==> config.mk <==
export PLATFORM = sky130hd
export DESIGN_NAME = timebase_scale_controller_flat
export DESIGN_NICKNAME = d
export VERILOG_FILES = /design/src/rtl/timebase_scale_controller_pkg.sv /design/src/rtl/timebase_scale_controller_if.sv /design/src/rtl/timebase_sample_divider.sv /design/src/rtl/timebase_scale_controller.sv /design/src/flat_wrapper.sv
export SDC_FILE = /design/constraint.sdc
export NUM_CORES = 1
export LEC_CHECK = 0
export CAP_MARGIN = 20
export CORE_ASPECT_RATIO = 0.6
export CORE_MARGIN = 2
export CORE_UTILIZATION = 49
export CTS_CLUSTER_SIZE = 14
export DETAILED_ROUTE_END_ITERATION = 6
export DONT_BUFFER_PORTS = 1
export GPL_TIMING_DRIVEN = 0
export PLACE_DENSITY = 0.76
export SYNTH_ARGS = -nofsm -noshare
export SYNTH_HDL_FRONTEND = slang
export SYNTH_SLANG_ARGS = --single-unit
==> constraint.sdc <==
create_clock -name CLOCK -period 2.3 [get_ports CLOCK]
set_input_delay 0.69 -clock CLOCK [delete_from_list [all_inputs] [get_ports CLOCK]]
set_output_delay 0.69 -clock CLOCK [all_outputs]
set_load 0.02 [all_outputs]
==> src/rtl/timebase_scale_controller_pkg.sv <==
// timebase_scale_controller_pkg: scale tables, widths and FSM encoding shared by the timebase
package timebase_scale_controller_pkg;
  localparam int SCALE_COUNT = 6;
  localparam int IDX_W = 3;
  localparam logic [IDX_W-1:0] MAX_IDX = IDX_W'(SCALE_COUNT - 1);
  localparam int MS_PER_DIV [SCALE_COUNT] = '{1, 2, 5, 10, 20, 50};
  localparam logic [3:0] LABEL_TENS_TBL [SCALE_COUNT] = '{4'd0, 4'd0, 4'd0, 4'd1, 4'd2, 4'd5};
  localparam logic [3:0] LABEL_ONES_TBL [SCALE_COUNT] = '{4'd1, 4'd2, 4'd5, 4'd0, 4'd0, 4'd0};
  typedef enum logic [1:0] {ST_IDLE, ST_PENDING, ST_APPLY} state_t;
  function automatic longint sample_period(longint clk_hz, longint samples, logic [IDX_W-1:0] idx);
    return clk_hz * MS_PER_DIV[idx] / (1000 * samples);
  endfunction
endpackage

==> src/rtl/timebase_scale_controller_if.sv <==
// timebase_scale_controller_if: button/frame inputs and strobe/label outputs of the timebase
interface timebase_scale_controller_if;
  import timebase_scale_controller_pkg::*;
  logic BTN_UP;
  logic BTN_DOWN;
  logic FRAME_START;
  logic FREEZE;
  logic SAMPLE_STROBE;
  logic CAPTURE_RESTART;
  logic [IDX_W-1:0] SCALE_INDEX;
  logic SCALE_PENDING;
  logic [3:0] LABEL_TENS;
  logic [3:0] LABEL_ONES;
  logic LABEL_TENS_BLANK;
  modport master (
    output BTN_UP, BTN_DOWN, FRAME_START, FREEZE,
    input SAMPLE_STROBE, CAPTURE_RESTART, SCALE_INDEX, SCALE_PENDING, LABEL_TENS, LABEL_ONES, LABEL_TENS_BLANK
  );
  modport slave (
    input BTN_UP, BTN_DOWN, FRAME_START, FREEZE,
    output SAMPLE_STROBE, CAPTURE_RESTART, SCALE_INDEX, SCALE_PENDING, LABEL_TENS, LABEL_ONES, LABEL_TENS_BLANK
  );
endinterface

==> src/rtl/timebase_sample_divider.sv <==
// timebase_sample_divider: free-running period divider producing a registered one-cycle strobe
module timebase_sample_divider #(
  parameter int CNT_W = 24
) (
  input  logic CLOCK,
  input  logic RESET,
  input  logic [CNT_W-1:0] period,
  input  logic restart,
  input  logic hold,
  output logic strobe
);
  logic [CNT_W-1:0] cnt;
  logic wrap;
  assign wrap = cnt == period - CNT_W'(1);
  always_ff @(posedge CLOCK)
    if (RESET || restart) begin
      cnt <= '0;
      strobe <= 1'b0;
    end else if (hold) begin
      strobe <= 1'b0;
    end else begin
      cnt <= wrap ? '0 : cnt + CNT_W'(1);
      strobe <= wrap;
    end
endmodule

==> src/rtl/timebase_scale_controller.sv <==
// timebase_scale_controller: button-stepped ms/div scale, frame-aligned commit, sample strobe and label digits
module timebase_scale_controller
  import timebase_scale_controller_pkg::*;
#(
  parameter int CLK_FREQ_HZ = 108_000_000,
  parameter int SAMPLES_PER_DIV = 128,
  parameter int RESET_SCALE = 5,
  parameter int CNT_W = 24
) (
  input logic CLOCK,
  input logic RESET,
  timebase_scale_controller_if.slave bus
);
  localparam logic [IDX_W-1:0] RST_IDX = IDX_W'(RESET_SCALE);
  if (RESET_SCALE < 0 || RESET_SCALE >= SCALE_COUNT) begin : g_bad_reset_scale
    $error("RESET_SCALE out of range");
  end
  logic [CNT_W-1:0] period_tbl [SCALE_COUNT];
  for (genvar i = 0; i < SCALE_COUNT; i++) begin : g_period
    localparam longint P = sample_period(CLK_FREQ_HZ, SAMPLES_PER_DIV, IDX_W'(i));
    if (P < 1 || P >= (longint'(1) << CNT_W)) begin : g_bad_period
      $error("sample period does not fit CNT_W");
    end
    assign period_tbl[i] = CNT_W'(P);
  end
  state_t state, state_nxt;
  logic up_q, down_q, up_edge, down_edge, apply;
  logic [IDX_W-1:0] target, target_nxt, index_nxt;
  assign up_edge = bus.BTN_UP & ~up_q;
  assign down_edge = bus.BTN_DOWN & ~down_q;
  always_comb begin
    target_nxt = (up_edge && !down_edge && target != MAX_IDX) ? target + IDX_W'(1)
               : (down_edge && !up_edge && target != '0) ? target - IDX_W'(1) : target;
    apply = state == ST_PENDING && bus.FRAME_START && target_nxt != bus.SCALE_INDEX;
    index_nxt = apply ? target_nxt : bus.SCALE_INDEX;
    state_nxt = apply ? ST_APPLY : (target_nxt != index_nxt) ? ST_PENDING : ST_IDLE;
  end
  // Edge history tracks the buttons even in reset so a held button cannot fake an edge on release.
  always_ff @(posedge CLOCK) begin
    up_q <= bus.BTN_UP;
    down_q <= bus.BTN_DOWN;
  end
  always_ff @(posedge CLOCK)
    if (RESET) begin
      state <= ST_IDLE;
      target <= RST_IDX;
      bus.SCALE_INDEX <= RST_IDX;
      bus.SCALE_PENDING <= 1'b0;
      bus.CAPTURE_RESTART <= 1'b0;
      bus.LABEL_TENS <= LABEL_TENS_TBL[RST_IDX];
      bus.LABEL_ONES <= LABEL_ONES_TBL[RST_IDX];
      bus.LABEL_TENS_BLANK <= LABEL_TENS_TBL[RST_IDX] == 4'd0;
    end else begin
      state <= state_nxt;
      target <= target_nxt;
      bus.SCALE_INDEX <= index_nxt;
      bus.SCALE_PENDING <= state_nxt == ST_PENDING;
      bus.CAPTURE_RESTART <= apply;
      bus.LABEL_TENS <= LABEL_TENS_TBL[index_nxt];
      bus.LABEL_ONES <= LABEL_ONES_TBL[index_nxt];
      bus.LABEL_TENS_BLANK <= LABEL_TENS_TBL[index_nxt] == 4'd0;
    end
  timebase_sample_divider #(.CNT_W(CNT_W)) u_divider (
    .CLOCK(CLOCK),
    .RESET(RESET),
    .period(period_tbl[bus.SCALE_INDEX]),
    .restart(apply),
    .hold(bus.FREEZE),
    .strobe(bus.SAMPLE_STROBE)
  );
endmodule

==> src/flat_wrapper.sv <==
// flat-port wrapper written by rule: the top's interface ports become plain ports
module timebase_scale_controller_flat import timebase_scale_controller_pkg::*;
#(
  parameter int CLK_FREQ_HZ = 108_000_000,
  parameter int SAMPLES_PER_DIV = 128,
  parameter int RESET_SCALE = 5,
  parameter int CNT_W = 24
)
  (CLOCK, RESET, bus_BTN_UP, bus_BTN_DOWN, bus_FRAME_START, bus_FREEZE, bus_SAMPLE_STROBE, bus_CAPTURE_RESTART, bus_SCALE_INDEX, bus_SCALE_PENDING, bus_LABEL_TENS, bus_LABEL_ONES, bus_LABEL_TENS_BLANK);
  timebase_scale_controller_if bus_i ();
  input logic CLOCK;
  input logic RESET;
  input wire logic [$bits(bus_i.BTN_UP)-1:0] bus_BTN_UP;
  input wire logic [$bits(bus_i.BTN_DOWN)-1:0] bus_BTN_DOWN;
  input wire logic [$bits(bus_i.FRAME_START)-1:0] bus_FRAME_START;
  input wire logic [$bits(bus_i.FREEZE)-1:0] bus_FREEZE;
  output wire logic [$bits(bus_i.SAMPLE_STROBE)-1:0] bus_SAMPLE_STROBE;
  output wire logic [$bits(bus_i.CAPTURE_RESTART)-1:0] bus_CAPTURE_RESTART;
  output wire logic [$bits(bus_i.SCALE_INDEX)-1:0] bus_SCALE_INDEX;
  output wire logic [$bits(bus_i.SCALE_PENDING)-1:0] bus_SCALE_PENDING;
  output wire logic [$bits(bus_i.LABEL_TENS)-1:0] bus_LABEL_TENS;
  output wire logic [$bits(bus_i.LABEL_ONES)-1:0] bus_LABEL_ONES;
  output wire logic [$bits(bus_i.LABEL_TENS_BLANK)-1:0] bus_LABEL_TENS_BLANK;
  assign bus_i.BTN_UP = bus_BTN_UP;
  assign bus_i.BTN_DOWN = bus_BTN_DOWN;
  assign bus_i.FRAME_START = bus_FRAME_START;
  assign bus_i.FREEZE = bus_FREEZE;
  assign bus_SAMPLE_STROBE = bus_i.SAMPLE_STROBE;
  assign bus_CAPTURE_RESTART = bus_i.CAPTURE_RESTART;
  assign bus_SCALE_INDEX = bus_i.SCALE_INDEX;
  assign bus_SCALE_PENDING = bus_i.SCALE_PENDING;
  assign bus_LABEL_TENS = bus_i.LABEL_TENS;
  assign bus_LABEL_ONES = bus_i.LABEL_ONES;
  assign bus_LABEL_TENS_BLANK = bus_i.LABEL_TENS_BLANK;
  timebase_scale_controller #(.CLK_FREQ_HZ(CLK_FREQ_HZ), .SAMPLES_PER_DIV(SAMPLES_PER_DIV), .RESET_SCALE(RESET_SCALE), .CNT_W(CNT_W)) u_core (.CLOCK(CLOCK), .RESET(RESET), .bus(bus_i));
endmodule
Word-level counts from Yosys, hierarchy flattened --
Memory sizes are Yosys's and may differ from the RTL's. A register that Yosys moved wholly into a read port is not among the register bits. Index checks and enable logic that the tools add are counted.
Storage, ports and cells: bits in read-only memories 256, input port bits 6, word-level logic and storage cells 54, register bits 42, output and inout bits 15, memories kept 3
Cells by class: reduce and logical (&&, ||, !) cells 12, equality and inequality tests 6, bitwise gates (word level) 6, muxes and demuxes 10, order comparisons 2, $add $sub $neg 4
Memories:
- (no name shown) | depth 8, bits a word 24, rd ports 1, clocked after Yosys merged registers in 0, write ports 0, RTL line timebase_scale_controller.sv:66 | .period(period_tbl[bus.SCALE_INDEX]),
- (no name shown) | depth 8, bits a word 4, rd ports 1, clocked after Yosys merged registers in 0, write ports 0, RTL line timebase_scale_controller.sv:59 | bus.LABEL_TENS <= LABEL_TENS_TBL[index_nxt];
- (no name shown) | depth 8, bits a word 4, rd ports 1, clocked after Yosys merged registers in 1, write ports 0, RTL line timebase_scale_controller.sv:60 | bus.LABEL_ONES <= LABEL_ONES_TBL[index_nxt];
Operators with widths (number):
- 24-bit 2-to-1 mux | 3
- 24-bit by 1-bit adder with 24-bit output, second input constant | 1
- 24-bit equality test | 1
- 24-bit by 1-bit subtractor with 24-bit output, second input constant | 1
- 3-bit 2-to-1 mux | 3
- 4-bit >= comparator, second input constant | 2
- 4-bit 2-to-1 mux | 2
- 3-bit inverter with 4-bit output | 2
- 1-bit logical AND | 6
- 3-bit != test | 2
- 2-bit by 1-bit equality test with 1-bit output, second input constant | 2
- 4-bit logical NOT | 1
- 3-bit by 1-bit adder with 3-bit output, second input constant | 1
- 3-bit != test, second input constant | 1
- 3-bit nonzero test | 1
- 3-bit by 1-bit subtractor with 3-bit output, second input constant | 1
- 1-bit AND | 2
- 1-bit logical NOT | 2
- 2-bit 2-to-1 mux | 1
- 1-bit inverter | 2
- 2-bit OR reduction | 1
- 1-bit logical OR | 1
- 1-bit 2-to-1 mux | 1

Depth between registers and ports, before layout --
word-level depth 15, depth in mapped cells 11, depth with buffers taken out 9

Hierarchy --
From an unflattened synthesis, not the netlist that was laid out.
Unflattened totals: cell total of the unflattened synthesis 331, area total of the unflattened synthesis 2862.7 um^2
Modules (own cells, without submodules):
- timebase_sample_divider | cells an instance 232, area each 1883.1 um^2, times used 1, seq. area each 500.5 um^2
- timebase_scale_controller | cells an instance 99, area each 979.7 um^2, times used 1, seq. area each 340.3 um^2

Worst setup path after synthesis --
No wires, ideal clock.
kind reg2reg, start register u_core.bus.SCALE_INDEX[1], end register u_core.u_divider.cnt[12], slack -0.323 ns, period minus slack after synthesis 2.623 ns, arrival 2.493 ns, required time 2.170 ns, setup time 0.130 ns, buffers on the path 2, stages on the path, launching flop included 11, path through dfxtp_1 -> clkbuf_1 -> nor3b_1 -> ha_1 -> xnor2_1 -> nor4_1 -> o2111a_1 -> nand4_1 -> nor3_1 -> buf_2 -> nor3_1
On the way: cells in the longest elaborated chain, start to end 7, elaborated cells on any way between the ends 10, classes of those cells 1 x add/sub; 2 x eq/ne; 3 x mux; 1 x bitwise; 2 x reduce/logical; 1 x memory
Ends and longest elaborated chain:
- from (decl) | RTL line timebase_scale_controller_if.sv:21 | output SAMPLE_STROBE, CAPTURE_RESTART, SCALE_INDEX, SCALE_PENDING, LABEL_TENS, LABEL_ONES, LABEL_TENS_BLANK
- from (signal assigned) | RTL line timebase_scale_controller.sv:56 | bus.SCALE_INDEX <= index_nxt;
- 3-bit inverter with 4-bit output (not written as such) | RTL line timebase_scale_controller.sv:66
- memory 8 x 24 bit
- 24-bit 2-to-1 mux (not written as such) (2 in series) | RTL line timebase_scale_controller.sv:66
- 24-bit by 1-bit subtractor with 24-bit output | RTL line timebase_sample_divider.sv:14 | assign wrap = cnt == period - CNT_W'(1);
- 24-bit equality test | RTL line timebase_sample_divider.sv:14
- 24-bit 2-to-1 mux | RTL line timebase_sample_divider.sv:22 | cnt <= wrap ? '0 : cnt + CNT_W'(1);
- to (signal assigned) | RTL line timebase_sample_divider.sv:22
- to (decl) | RTL line timebase_sample_divider.sv:12 | logic [CNT_W-1:0] cnt;
Several ways; a longest one is shown, not always the timed one. The select of a mux whose other input is x is not followed. A chain may end at the register's enable or synchronous reset.

Worst setup path after layout --
start register u_core.bus.SCALE_INDEX[1], end register u_core.u_divider.cnt[6]
The elaborated chain is that of the path after synthesis.

==> summary.md <==
| Metric | Value |
|---|---|
| Area share of fa/ha/maj cells after synthesis | 3.34% |
| Routed Antenna Nets | 0 |
| Vias in the first global route | ~1900 |
| Yosys reg bits | 42 |
| Fin crit period | approximately 2500 ps |
| Fraction of layout cells with a size suffix above 1 | 28.4% |
| Initial antenna violation count | 0 |
| P per Cell Area | ~730 nW/µm² |
| Status | finished with violations |
| CP required | 2490 ps |
| Num CTS Buffers | 5 |
| WS Path Type | reg2reg |
| Initial drt markers | 137 |
| Max-slew violations | 0 |
| Commonest non-fill, non-tap cell in the layout | dfxtp_1 |
| Worst R2R Start | u_core.bus.SCALE_INDEX[1] |
| DIE WIDTH | around 91 µm |
| Clock buffer depth | 2 |
| Hold Path Class | in2reg |
| Primary FF master, synth | dfxtp_1 |
| CP arrival | 2740 ps |
| DR WL/cell | between 15 and 20 µm |
| Post-synth EDFFs | 0 |
| Gr usage total | a little under a quarter |
| First-pass GRT wire length | 9.42 mm |
| Hold Worst Slack | around 410 ps |
| RSZ-0062 raised after global routing | yes |
| IO Count | 21 |
| Multiplexer share of the synthesized area | 1.00% |
| Post-synthesis simple-gate area fraction | 29.7% |
| Clk slew on worst S/H paths | 80 ps |
| HPWL after DPL | between 3 and 4 mm |
| Root Buffer | clkbuf_8 |
| First-pass DRT Iterations | 4 |
| # clock sinks | between 40 and 50 |
| CP Launch Point | u_core.bus.SCALE_INDEX[1] |
| Setup ws final | -247 ps |
| Final wirelength | between 6 and 7 mm |
| Violated checks | negative setup slack |
| DP Worst Slack | -416 ps |
| Gate count after technology mapping | 256 |
| Fill count | between 300 and 400 |
| Routability congestion estimate | 0.899 |
| Yosys top cell by area | dfxtp_1 |
| Mapped cell area | 2240 µm² |
| Commonest non-fill, non-tap cells in the layout | dfxtp_1, buf_4, nor2_1 |
| Max Cap Viol | 0 |
| Final Hold Violating Endpoints | 0 |
| P&R area growth vs syn | 29.7% |
| Fin crit share | 111% |
| # rows | 19 |
| YS warnings | 0 |
| Hold wc startpoint | bus_BTN_UP |
| Post-synth top area share | 37.5% |
| Initial core utilization | 50.0% |
| Measured slew at the worst slew-check pin | between 600 and 700 ps |
| Vias per inst | between 5 and 6 |
| DRC | 0 |
| Die Area | 5160 µm² |
| Grt ovf | 0 |
| Clk Latency, worst-skew pair | 300 ps |
| Critical path startpoint category | flip-flop |
| Layout Nets | 300 |
| CTS tree | done |
| Via count | just over 2000 |
| Synth top area cells | dfxtp_1, xor2_1, xnor2_1, nor3_1, nor2_1 |
| Post-Synth XOR/XNOR Area | 12.5% |
| CTS HTree Levels | 2 |
| Cts hold-fix bufs | 0 |
| FMAX | about 390 MHz |
| Rel. slew slack | 52.9% |
| Die H | 56.4 µm |
| Synth Area in Compound Gates | 10.9% |
| Post-synth ARST share | 0% |
| Final setup violation count | 25 |
| Max Fanout on Critical Path | 5 |
| Yosys cell types | 50 |
| Leakage power | 1.15 nW |
| Core ar. | 4490 µm² |
| Sequential cell area fraction in the yosys report | 37.5% |
| Final setup skew | 8.89 ps |
| CP endpoint kind | flip-flop |
| VDD IR max | 0.414 mV |
| Antenna cell count | 0 |
| Syn Area/Cell | 8.77 µm² |
| Largest net degree at the start of global routing | 14 |
| Largest family of logic cells by synthesized area | simple AND/OR/NAND/NOR gates |
| IO Port Bufs | 0 |
## through the flow
step           setup TNS, ps  area [µm²]  std cells  power, mW  utilization, %
3_3_place_gp           -8090        2360        320       1.17            52.5
3_5_place_dp           -8760        2360        320       1.18            52.5
6_report               -4600        2910        352       2.12            64.8
4_1_cts                -4000        2830        349       2.07            62.9
2_1_floorplan          -2050        2280        257       1.11               -
5_1_grt                -6520        2910        352       2.19            64.8
## worst max-delay path, cell delays in order (launching register included)
cell and delay, ps:
dfxtp_4 410, clkbuf_16 150, clkinvlp_4 90, nor3_2 200, ha_1 200, xor2_1 190, mux2_2 180, o2111a_1 210
nand3_1 210, nor3_4 380, buf_6 190, nor3_1 60
## cell usage after synthesis, types with 3 or more instances
library cell / instances
dfxtp_1: 42
nor2_1: 24
nor3_1: 19
xor2_1: 16
nand2_1: 14
nand3_1: 13
xnor2_1: 11
a21oi_1: 10
clkbuf_1: 9
inv_1: 8
nand4_1: 8
nor2b_1: 7
and3_1: 6
ha_1: 6
o21ai_0: 5
and4_1: 4
or3_1: 4
and2_1: 3
nor3b_1: 3
o211ai_1: 3
## flip-flops by register name, summed over array words and instances, names as in the netlist
signal	flops
u_core.u_divider.strobe	1
u_core.state	1
u_core.down_q	1
u_core.bus.LABEL_ONES	3
u_core.bus.SCALE_INDEX	3
u_core.u_divider.cnt	24
u_core.bus.LABEL_TENS	3
u_core.up_q	1
u_core.bus.LABEL_TENS_BLANK	1
u_core.target	3
u_core.bus.SCALE_PENDING	1
## final timing paths
check	endpoint	slack [ps]	cells past startpoint
setup / recovery	u_core.u_divider.cnt[6]	-250	11
hold / removal	u_core.up_q	410	0
setup reg to reg	u_core.u_divider.cnt[6]	-250	11
hold reg to reg	u_core.u_divider.cnt[23]	550	2
## final cells by class
type	count	area (µm²)	area share [%]
Inverter	8	40.0	1.38
Tap cell	63	78.8	2.71
Multi-Input combinational cell	192	1430	49.1
Clock inverter	2	60.1	2.06
Buffer	14	121	4.17
Sequential cell	42	855	29.4
Timing Repair Buffer	25	244	8.38
Clock buffer	6	82.6	2.84
## timing repair
item | 4_1_cts | 5_1_grt
cloned | 3 | 0
pin swaps | 7 | 13
buffers inserted | 18 | 6
gates resized for setup | 34 | 20
hold endpoints to repair | 0 | 0
setup endpoints to repair | 29 | 31
## per-layer routing
metal / GRT usage, % / vias up / share of wire [%]
li1: - / 962 / -
met1: 34.3 / 967 / 46
met2: 33.3 / 89 / 43
met3: 6.71 / 13 / 9.2
met4: 8.23 / 0 / 1.7
met5: 0 / - / 0
## report_power, final
part           switching, mW  internal [mW]  total, mW  leakage, nW
logic                  0.257          0.287      0.545        0.734
registers             0.0784          0.772      0.851        0.342
clock network          0.261          0.463      0.724       0.0714
total                  0.597           1.52       2.12         1.15
## kinds of logic after synthesis
group	Yosys count
multiplexers	2
buffers and inverters	23
AND/OR/NAND/NOR	120
flip-flops	42
AO/OA/AOI/OAI	33
adder cells (fa/ha/maj)	6
XOR/XNOR	29
other	1
Power figures use the tool's default switching activity.
